`src/rtl/mux2x1_arbiter.sv`:
```
// mux2x1_arbiter: two lane FIFOs feeding one registered output through a round-robin arbiter.
// Lanes accept a push per cycle; one word per cycle leaves, alternating between lanes under contention.
module mux2x1_arbiter_fifo #(
    parameter int DATA_WIDTH = 8,
    parameter int FIFO_DEPTH = 4
) (
    input  logic                  clk,
    input  logic                  reset,
    input  logic                  push,
    input  logic [DATA_WIDTH-1:0] din,
    input  logic                  pop,
    output logic [DATA_WIDTH-1:0] head,
    output logic                  empty,
    output logic                  full,
    output logic                  err
);
    localparam int AW = FIFO_DEPTH > 1 ? $clog2(FIFO_DEPTH) : 1;
    logic [DATA_WIDTH-1:0] mem [FIFO_DEPTH];
    logic [AW-1:0] wp, rp;
    logic [AW:0] cnt;
    logic wr, rd;
    assign empty = cnt == '0;
    assign full  = cnt == (AW+1)'(FIFO_DEPTH);
    // full is the pre-edge value, so a push to a full lane drops even if that lane pops now
    assign wr    = push & ~full;
    assign rd    = pop & ~empty;
    assign head  = mem[rp];
    always_ff @(posedge clk or posedge reset) begin
        if (reset) begin
            wp  <= '0;
            rp  <= '0;
            cnt <= '0;
            err <= 1'b0;
        end else begin
            if (wr) wp <= wp + AW'(1);
            if (rd) rp <= rp + AW'(1);
            cnt <= cnt + (AW+1)'(wr) - (AW+1)'(rd);
            if (push & full) err <= 1'b1;
        end
    end
    always_ff @(posedge clk) begin
        if (wr) mem[wp] <= din;
    end
endmodule

module mux2x1_arbiter #(
    parameter int DATA_WIDTH = 8,
    parameter int FIFO_DEPTH = 4
) (
    input  logic                  clk,
    input  logic                  reset,
    input  logic                  valid0,
    input  logic [DATA_WIDTH-1:0] In0,
    input  logic                  valid1,
    input  logic [DATA_WIDTH-1:0] In1,
    input  logic                  pause,
    output logic                  outValid,
    output logic [DATA_WIDTH-1:0] data_out,
    output logic                  sel,
    output logic                  empty0,
    output logic                  empty1,
    output logic                  full0,
    output logic                  full1,
    output logic                  err0,
    output logic                  err1
);
    logic [DATA_WIDTH-1:0] head0, head1;
    logic last_grant, grant, lane;
    mux2x1_arbiter_fifo #(.DATA_WIDTH(DATA_WIDTH), .FIFO_DEPTH(FIFO_DEPTH)) u_fifo0 (
        .clk(clk), .reset(reset), .push(valid0), .din(In0), .pop(grant & ~lane),
        .head(head0), .empty(empty0), .full(full0), .err(err0)
    );
    mux2x1_arbiter_fifo #(.DATA_WIDTH(DATA_WIDTH), .FIFO_DEPTH(FIFO_DEPTH)) u_fifo1 (
        .clk(clk), .reset(reset), .push(valid1), .din(In1), .pop(grant & lane),
        .head(head1), .empty(empty1), .full(full1), .err(err1)
    );
    // eligibility uses pre-edge emptiness, so a same-edge push is never bypassed
    assign grant = ~pause & (~empty0 | ~empty1);
    assign lane  = (~empty0 & ~empty1) ? ~last_grant : ~empty1;
    always_ff @(posedge clk or posedge reset) begin
        if (reset) begin
            outValid   <= 1'b0;
            data_out   <= '0;
            sel        <= 1'b0;
            last_grant <= 1'b1;
        end else begin
            outValid <= grant;
            if (grant) begin
                data_out   <= lane ? head1 : head0;
                sel        <= lane;
                last_grant <= lane;
            end
        end
    end
endmodule

```
`config.mk`:
```
export PLATFORM = sky130hd
export DESIGN_NAME = mux2x1_arbiter
export DESIGN_NICKNAME = d
export VERILOG_FILES = /design/src/rtl/mux2x1_arbiter.sv
export SDC_FILE = /design/constraint.sdc
export NUM_CORES = 1
export LEC_CHECK = 0
export BUFFER_PORTS_ARGS = -buffer_cell sky130_fd_sc_hd__buf_2
export CAP_MARGIN = 20
export CORE_ASPECT_RATIO = 0.9
export CORE_MARGIN = 2
export CORE_UTILIZATION = 58
export DETAILED_ROUTE_END_ITERATION = 10
export PLACE_DENSITY = 0.89
export SLEW_MARGIN = 0
export SYNTH_ARGS = -nofsm -noshare
export SYNTH_HDL_FRONTEND = slang
export SYNTH_HIERARCHICAL = 1
export SYNTH_SLANG_ARGS = --single-unit
export TNS_END_PERCENT = 100
```
`constraint.sdc`:
```
create_clock -name clk -period 3.1 [get_ports clk]
set_input_delay 0.62 -clock clk [delete_from_list [all_inputs] [get_ports clk]]
set_output_delay 0.62 -clock clk [all_outputs]
set_load 0.02 [all_outputs]
```
==> flow_summary.toml, run 1 <==
[final_layout]
drive_above_1_share = 0.309
num_antenna_cells = 0
final_cell_mix = "64 x edfxtp_1, 36 x buf_2, 26 x dfrtp_1, 17 x inv_1, 16 x mux4_2"
post-route-util = 0.664
area_growth_pct = 12.9
fin_nets = 289
final_common_cell = "edfxtp_1"

[power]
vdd_drop_max_mv = 0.467
leakage_nw = 1.67
cellPowerDensity_mw_per_mm2 = 974

[floorplan]
ioPinCount = 37
start_util = 0.588
fp.dieArea_mm2 = 0.00723
dieWidth_um = 89.4
rows = 28
die_y_um = 80.9
core_mm2 = 0.00648

[routing]
dr.first_iter.drc_count = 82
wl_per_cell_um = 18.8
routed_via_density = 5.64
route.detailed.drc = 0
dr.pass1.iters = 6
routed_wl_mm = 6.55
detail-route-antenna-nets = 0
vias = 1969

[sta]
fin_tns_setup_ns = 0
drv_slew = 0
relSlewSlack = 0.588
hold_viol = 0
rsz0062_at_grt = "false"
setup_viol = 0
fmax_mhz = 400
fin_skew_ns = 0.0121
fin_crit_ns = 2.50
worst_slack_ns = 0.598
worst_slew_pin_slew_ns = 0.618
holdWs_ns = 0.216
post-route-period-util = 0.807

[worst_hold_path]
hold_class = "input pin to asynchronous set/reset pin"

[clock_tree]
clk_latency_ns = 0.35
cts_tree = "built"
cts.sinks = 91
cts.path.max_buffers = 2
post_cts_buffers = 0
cts_hold_buf = 0
ctsRootBufferMaster = "clkbuf_8"
cts_inserted_buffers = 9
cts.repair.resized = 0
h-tree-depth = 3
clk_pin_slew_worst_paths_ns = 0.09

[setup_path]
start_kind = "register"
slowest_stage = "dfrtp_1"
critPathMaxStageDelay_ns = 0.48
path_class = "register to register"
timing.critical_path.arrival_ns = 2.77
critPathTopFamily = "adder cells"
path_buf_inv = 2
endpoint_kind = "register"
critPathRequiredTime_ns = 3.37
path_cells = "nor3_1, a211oi_2, o31ai_1, inv_1, ha_1, inv_1, ha_1, fa_1, xnor2_1, xnor2_1"
cp_max_fo = 7

[synthesis]
netlist_instances = 210
syn_avg_cell_area_um2 = 18.1
synthesis.area_mm2 = 0.00381
ys_types = 28
ys_warn_count = 6
ys_seq_area_frac = 0.682
synth_nets = 245
ys_ff_latch = 91

[global_route]
grt-ovfl-total = 0
grt_usage = 0.199
grt_max_degree = 17
antenna_found_initial = 0
first_global_vias = 2075
grt_pass1_wl_mm = 10.3

[place]
dp_hpwl_mm = 4.67
io_buffers = 36
gp_congestion = 0.819
pre_cts_slack_ns = 0.604

[job]
drv_cap = 0

[outcome]
outcome = "finished, final reports clean"
[metal layers]
metal	vias up	GRT usage	wire [µm]
met3	8	0.0620	375
li1	893	-	-
met2	58	0.330	3320
met1	1010	0.261	2790
met4	0	0.0448	63
met5	-	0	0
[where the power goes]
part | internal [W] | switching [W] | total, W | leakage (nW)
clock network | 0.000463 | 0.000407 | 0.000869 | 0.108
logic | 0.000667 | 0.000630 | 0.00130 | 0.659
registers | 0.00167 | 0.000351 | 0.00202 | 0.903
[metrics by stage]
stage	cells	total power, W	area (µm²)
after floorplan	210	0.00295	3810
after global routing	349	0.00444	4300
after global placement	333	0.00327	4080
final	349	0.00419	4300
after CTS	349	0.00424	4300
after detailed placement	333	0.00335	4080
[worst register-to-register path, cell delays in order (launching register included)]
cell and delay (ns):
dfrtp_1 0.48, nor3_1 0.45, a211oi_2 0.10, o31ai_1 0.12
inv_1 0.08, ha_1 0.27, inv_1 0.04, ha_1 0.18
fa_1 0.38, xnor2_1 0.18, xnor2_1 0.15
[cells by family after synthesis]
kind of cell	count (synthesis)	share of synthesized area
compound gates	22	0.0519
xor+xnor	8	0.0184
fa+ha+maj	14	0.0499
buf+inv	23	0.0282
flops	91	0.682
mux	16	0.0946
simple gates	36	0.0749
[final cells by class]
class	instances	area (µm²)
fillers	432	2180
inverters	17	63.8
clock inverters	6	93.8
flip-flops and latches	91	2600
multi-input cells	96	1100
well taps	90	113
clock buffers	10	128
repair buffers	39	203
[cell usage after synthesis]
library cell  instances  area share
a211oi_2              1      0.0033
a21o_1                1      0.0020
a21o_2                4      0.0092
a221o_1               8       0.021
and2_0                7       0.011
and2_2                1      0.0020
and3b_1               8       0.018
buf_4                 3      0.0059
buf_6                 1      0.0030
clkbuf_2              2      0.0026
dfrtp_1              26        0.17
dfstp_2               1      0.0069
edfxtp_1             64        0.50
fa_1                  2       0.011
ha_1                 12       0.039
inv_1                17       0.017
mux4_2               16       0.095
nand2_1               2      0.0020
nand2b_1              8       0.013
nand4bb_1             4       0.012
nor2_1                1     0.00098
nor3_1                2      0.0026
nor3_2                1      0.0026
nor3b_4               2      0.0099
o211ai_1              4      0.0079
o311ai_1              2      0.0046
o31ai_1               2      0.0039
xnor2_1               8       0.018
[sequential cells by signal, summed over array words and instances, names as in the netlist]
name	flops
u_fifo0/mem	32
u_fifo1/mem	32
data_out	8
u_fifo0/cnt	3
u_fifo1/cnt	3
u_fifo0/rp	2
u_fifo0/wp	2
u_fifo1/rp	2
u_fifo1/wp	2
last_grant	1
outValid	1
sel	1
u_fifo0/err	1
u_fifo1/err	1
[worst paths after layout]
path	startpoint	endpoint	slack [ns]	cells after the start
max in group asynchronous	reset	last_grant	2.48	2
worst min-delay path	reset	u_fifo0/rp[0]	0.22	2
min in group clk	u_fifo0/err	u_fifo0/err	0.46	1
worst max-delay path	u_fifo1/cnt[0]	u_fifo1/cnt[2]	0.60	10
worst max register to register	u_fifo1/cnt[0]	u_fifo1/cnt[2]	0.60	10
worst min register to register	u_fifo0/err	u_fifo0/err	0.46	1
No activity file was read; power rests on OpenSTA's default activity.
==> inputs of run 2 (changes only) <==
--- a/config.mk
+++ b/config.mk
@@ -9,9 +9,9 @@
 export CAP_MARGIN = 20
 export CORE_ASPECT_RATIO = 0.9
 export CORE_MARGIN = 2
-export CORE_UTILIZATION = 58
+export CORE_UTILIZATION = 53
 export DETAILED_ROUTE_END_ITERATION = 10
-export PLACE_DENSITY = 0.89
+export PLACE_DENSITY = 0.86
 export SLEW_MARGIN = 0
 export SYNTH_ARGS = -nofsm -noshare
 export SYNTH_HDL_FRONTEND = slang
==> constraint.sdc (replaced) <==
create_clock -name clk -period 2.1 [get_ports clk]
set_input_delay 0.42 -clock clk [delete_from_list [all_inputs] [get_ports clk]]
set_output_delay 0.42 -clock clk [all_outputs]
set_load 0.02 [all_outputs]
==> run 2 against run 1 <==
Net effect:
- the flow now finishes with violations (setup timing)
- design area rose by 5.4%
- setup slack got worse by 0.71 ns
- final cell count rose by 6.3%
- sequential power rose by 40%
- sequential share of layout area fell by 3.0 points
==> flow_summary.toml, run 2 (synthesis gave the netlist of run 1 again) <==
[routing]
wl_per_cell_um = 17.8
routed_via_density = 5.44
route.detailed.drc = 0
dr.pass1.iters = 4
routed_wl_mm = 6.61
detail-route-antenna-nets = 0
dr.first_iter.drc_count = 91
vias = 2018

[clock_tree]
clk_pin_slew_worst_paths_ns = 0.09
h-tree-depth = 3
cts.path.max_buffers = 2
cts.sinks = 91
cts_inserted_buffers = 9
ctsRootBufferMaster = "clkbuf_8"
clk_latency_ns = 0.36
cts_tree = "built"
cts_hold_buf = 0

[place]
pre_cts_slack_ns = -0.118
io_buffers = 36
dp_hpwl_mm = 4.63
gp_congestion = 0.745

[outcome]
outcome = "finished with violations"
violations = "setup timing"

[final_layout]
n_fill_cell = 480
drive_above_1_share = 0.410
final_cell_mix = "64 x edfxtp_1, 35 x buf_2, 22 x dfrtp_1, 22 x buf_4"
post-route-util = 0.648
reg_top3 = "u_fifo0/mem x32, u_fifo1/mem x32, data_out x8"
area_growth_pct = 19.1
fin_nets = 308
num_antenna_cells = 0
final_common_cell = "edfxtp_1"

[floorplan]
start_util = 0.544
fp.dieArea_mm2 = 0.00788
rows = 29
ioPinCount = 37
core_mm2 = 0.00700
die_y_um = 84.4
dieWidth_um = 93.4

[setup_path]
endpoint_kind = "register"
path_class = "register to register"
critPathRequiredTime_ns = 2.35
start_kind = "register"
cp_max_fo = 3
timing.critical_path.arrival_ns = 2.46

[sta]
fmax_mhz = 451
worst_slack_ns = -0.115
drv_slew = 0
worst_slew_pin_slew_ns = 0.486
relSlewSlack = 0.676
fin_crit_ns = 2.22
rsz0062_at_grt = "true"
setup_viol = 2
fin_skew_ns = 0.0114
hold_viol = 0
post-route-period-util = 1.05

[job]
drv_cap = 0

[global_route]
grt_pass1_wl_mm = 10.8
grt_max_degree = 17
first_global_vias = 2083
antenna_found_initial = 0
grt-ovfl-total = 0
grt_usage = 0.188

[power]
vdd_drop_max_mv = 1.07
cellPowerDensity_mw_per_mm2 = 1460
leakage_nw = 1.77

[worst_hold_path]
hold_class = "input pin to asynchronous set/reset pin"
## run 2: power by group
part | internal [W] | switching [W] | leakage [nW] | total (W)
registers | 0.00248 | 0.000335 | 0.899 | 0.00282
clock network | 0.000683 | 0.000606 | 0.111 | 0.00129
logic | 0.00126 | 0.00126 | 0.764 | 0.00251
## run 2: critical path, cell delays in order, from the launching register on
cell and delay (ns):
dfrtp_2 0.43, nor3_4 0.24, buf_4 0.16, a211oi_4 0.04, o31ai_4 0.06, inv_1 0.07, ha_1 0.27, inv_1 0.04
ha_2 0.16, fa_2 0.36, xnor2_2 0.16, xnor2_1 0.12
## run 2: final timing paths
| kind | start | endpoint | slack (ns) | cells after the start |
|---|---|---|---|---|
| max in group asynchronous | reset | last_grant | 1.67 | 2 |
| setup reg to reg | u_fifo1/cnt[0] | u_fifo1/cnt[2] | -0.12 | 11 |
| min in group clk | In0[4] | u_fifo0/mem[3][4] | 0.27 | 1 |
| hold / removal | reset | u_fifo1/rp[0] | 0.02 | 2 |
| setup / recovery | u_fifo1/cnt[0] | u_fifo1/cnt[2] | -0.12 | 11 |
| hold reg to reg | u_fifo0/err | u_fifo0/err | 0.46 | 1 |
## run 2: per-stage QoR
step                power (W)  cells  area (µm²)  TNS, ns  hold WS, ns
floorplan             0.00447    210        3870    -1.37        0.236
detailed placement    0.00527    351        4260   -0.236        0.418
global placement      0.00514    351        4260  -0.0533        0.415
global route          0.00702    371        4540   -0.649       0.0364
CTS                   0.00663    370        4520   -0.236       0.0235
finish                0.00662    371        4540   -0.198       0.0233
## run 2: layer usage
layer  track usage  part of all wire  vias up  routed length, µm
met5             0                 0        -                  0
met4        0.0709             0.025        0                167
met3        0.0628             0.053       14                350
met2         0.280              0.48       63               3140
met1         0.262              0.45     1008               2950
li1              -                 -      933                  -
## run 2: repair_timing
item                                    in CTS  in global routing
pin swaps                                    0                  1
endpoints found under the setup margin       4                  5
setup buffers                                3                  1
resized for setup                            2                  4
## run 2: final cells by class
type	instances	area [µm²]	share of cell area
Tap cell	93	116	0.0256
Inverter	17	63.8	0.0141
Multi-Input combinational cell	96	1180	0.260
Timing Repair Buffer	58	352	0.0775
Clock buffer	10	128	0.0281
Sequential cell	91	2600	0.574
Clock inverter	6	95.1	0.0210
==> inputs of run 3 (changes only) <==
--- a/config.mk
+++ b/config.mk
@@ -11,7 +11,7 @@
 export CORE_MARGIN = 2
 export CORE_UTILIZATION = 53
 export DETAILED_ROUTE_END_ITERATION = 10
-export PLACE_DENSITY = 0.86
+export PLACE_DENSITY = 0.76
 export SLEW_MARGIN = 0
 export SYNTH_ARGS = -nofsm -noshare
 export SYNTH_HDL_FRONTEND = slang
==> run 3 against run 2 <==
Net effect:
- the run still ends with setup timing left
- clock skew shrank 0.0016 ns
- first-iteration DRC count grew 13%
- sequential share of layout area grew 0.37 points
- clock power shrank 15%
- design area shrank 0.63%
- critical endpoint is now u_fifo0/cnt[2]
- highest routed layer unchanged
==> flow_summary.toml, run 3 (synthesis gave the netlist of run 1 again) <==
[outcome]
outcome = "finished with violations"
violations = "setup timing"

[power]
p_clk_frac = 0.169
switching_share = 0.349
cellPowerDensity_mw_per_mm2 = 1440
pwr-share-seq = 0.436
leakage_nw = 1.76
power_frac_comb = 0.395
p_sw_w = 0.00226
internal-power_w = 0.00422
vdd_drop_max_mv = 0.841

[clock_tree]
cts_tree = "built"
ctsRootBufferMaster = "clkbuf_8"
cts_inserted_buffers = 9
h-tree-depth = 3
cts_hold_buf = 0
clk_pin_slew_worst_paths_ns = 0.09
cts.sinks = 91
clk_latency_ns = 0.36
cts.path.max_buffers = 2

[final_layout]
area_growth_pct = 18.3
reg_top3 = "u_fifo0/mem x32, u_fifo1/mem x32, data_out x8"
drive_above_1_share = 0.417
n_fill_cell = 488
fin_nets = 308
regArea_mm2 = 0.00260
final_cell_mix = "64 x edfxtp_1, 36 x buf_2, 22 x dfrtp_1, 21 x buf_4"
multi_input_area_mm2 = 0.00119
final_common_cell = "edfxtp_1"
num_antenna_cells = 0
post-route-util = 0.644

[floorplan]
rows = 29
fp.dieArea_mm2 = 0.00788
dieWidth_um = 93.4
ioPinCount = 37
die_y_um = 84.4
start_util = 0.544
core_mm2 = 0.00700

[routing]
wl_per_cell_um = 18.3
routed_wl_mm = 6.80
detail-route-antenna-nets = 0
dr.pass1.iters = 5
routed_via_density = 5.51
route.detailed.drc = 0
dr.first_iter.drc_count = 103
vias = 2043

[setup_path]
endpoint_kind = "register"
path_class = "register to register"
timing.critical_path.arrival_ns = 2.47
start_kind = "register"
cp-startpoint = "u_fifo1/cnt[0]"
critPathTopFamily = "adder cells"
critPathMaxStageDelay_ns = 0.43
path_cells = "nor3_4, nor2_2, nor3_4, o31ai_2, inv_1, ha_1, inv_1, ha_2, fa_2, xnor2_2, xnor2_1"
worstReg2RegStart = "u_fifo1/cnt[0]"
endpoint = "u_fifo0/cnt[2]"
critPathRequiredTime_ns = 2.34
cp.depth = 11
cp_max_fo = 3
path_buf_inv = 2
rrSetupSlack_ns = -0.13
worstReg2RegEnd = "u_fifo0/cnt[2]"
slowest_stage = "dfrtp_2"
rr_worst_depth = 11

[sta]
hold_viol = 0
worst_slack_ns = -0.130
setup_viol = 4
holdWs_ns = 0.0237
fmax_mhz = 448
worst_slew_pin_slew_ns = 0.461
fin_crit_ns = 2.23
drv_slew = 0
fin_tns_setup_ns = -0.324
rsz0062_at_grt = "true"
post-route-period-util = 1.06
relSlewSlack = 0.693
fin_skew_ns = 0.00975

[global_route]
grt_pass1_wl_mm = 11.2
grt_max_degree = 18
antenna_found_initial = 0
grt_usage = 0.192
first_global_vias = 2149
grt-ovfl-total = 0

[job]
drv_cap = 0

[place]
dp_hpwl_mm = 4.68
gp_congestion = 0.741
io_buffers = 36

[worst_hold_path]
hold_class = "input pin to asynchronous set/reset pin"
[run 3: per-layer routing]
| metal | vias to the layer above | wire, µm | global-route usage |
|---|---|---|---|
| li1 | 932 | - | - |
| met1 | 1057 | 3070 | 0.262 |
| met2 | 43 | 3400 | 0.313 |
| met3 | 11 | 232 | 0.0431 |
| met4 | 0 | 94 | 0.0602 |
| met5 | - | 0 | 0 |
[run 3: layout make-up]
cell class	count	area share
inverters	17	0.0142
multi-input cells	96	0.265
well taps	93	0.0258
repair buffers	58	0.0774
clock buffers	10	0.0283
clock inverters	6	0.0119
flip-flops and latches	91	0.578
[run 3: stage by stage]
step	cell area, µm²	total power (W)	worst slack, ns	cells
CTS	4490	0.00647	-0.123	373
global placement	4250	0.00517	-0.0440	350
global route	4510	0.00686	-0.241	371
detailed placement	4250	0.00526	-0.111	350
finish	4510	0.00647	-0.130	371
floorplan	3870	0.00447	-0.371	210
[run 3: how the worst min path moves through the flow]
| stage | to | depth (start not counted) |
|---|---|---|
| 3_3_place_gp | u_fifo0/cnt[1] | 2 |
| 2_1_floorplan | u_fifo0/cnt[1] | 1 |
| 6_report | u_fifo1/wp[1] | 2 |
| 4_1_cts | u_fifo0/cnt[1] | 2 |
| 3_5_place_dp | u_fifo0/cnt[1] | 2 |
| 5_1_grt | u_fifo1/rp[1] | 2 |
[run 3: power groups by stage]
stage / Sequential, W / Clock, W / Combinational (W)
after detailed placement: 0.00285 / 0 / 0.00241
after global placement: 0.00283 / 0 / 0.00234
final: 0.00282 / 0.00110 / 0.00256
after CTS: 0.00282 / 0.00113 / 0.00252
after global routing: 0.00288 / 0.00119 / 0.00279
after floorplan: 0.00293 / 0 / 0.00154
[run 3: what timing repair did]
item                       in CTS  in global routing
setup buffers                   7                  2
setup endpoints to repair       3                 13
gates resized for setup         2                  7
pin swaps                       0                  6
[run 3: worst reg2reg max path: cells and delay by family, from the launching register on]
family,cells,cell delay (ns)
AO/OA/AOI/OAI,1,0.09
XOR/XNOR,2,0.28
adder cells (fa/ha/maj),3,0.65
buffers and inverters,2,0.10
flip-flops,1,0.43
AND/OR/NAND/NOR,3,0.55
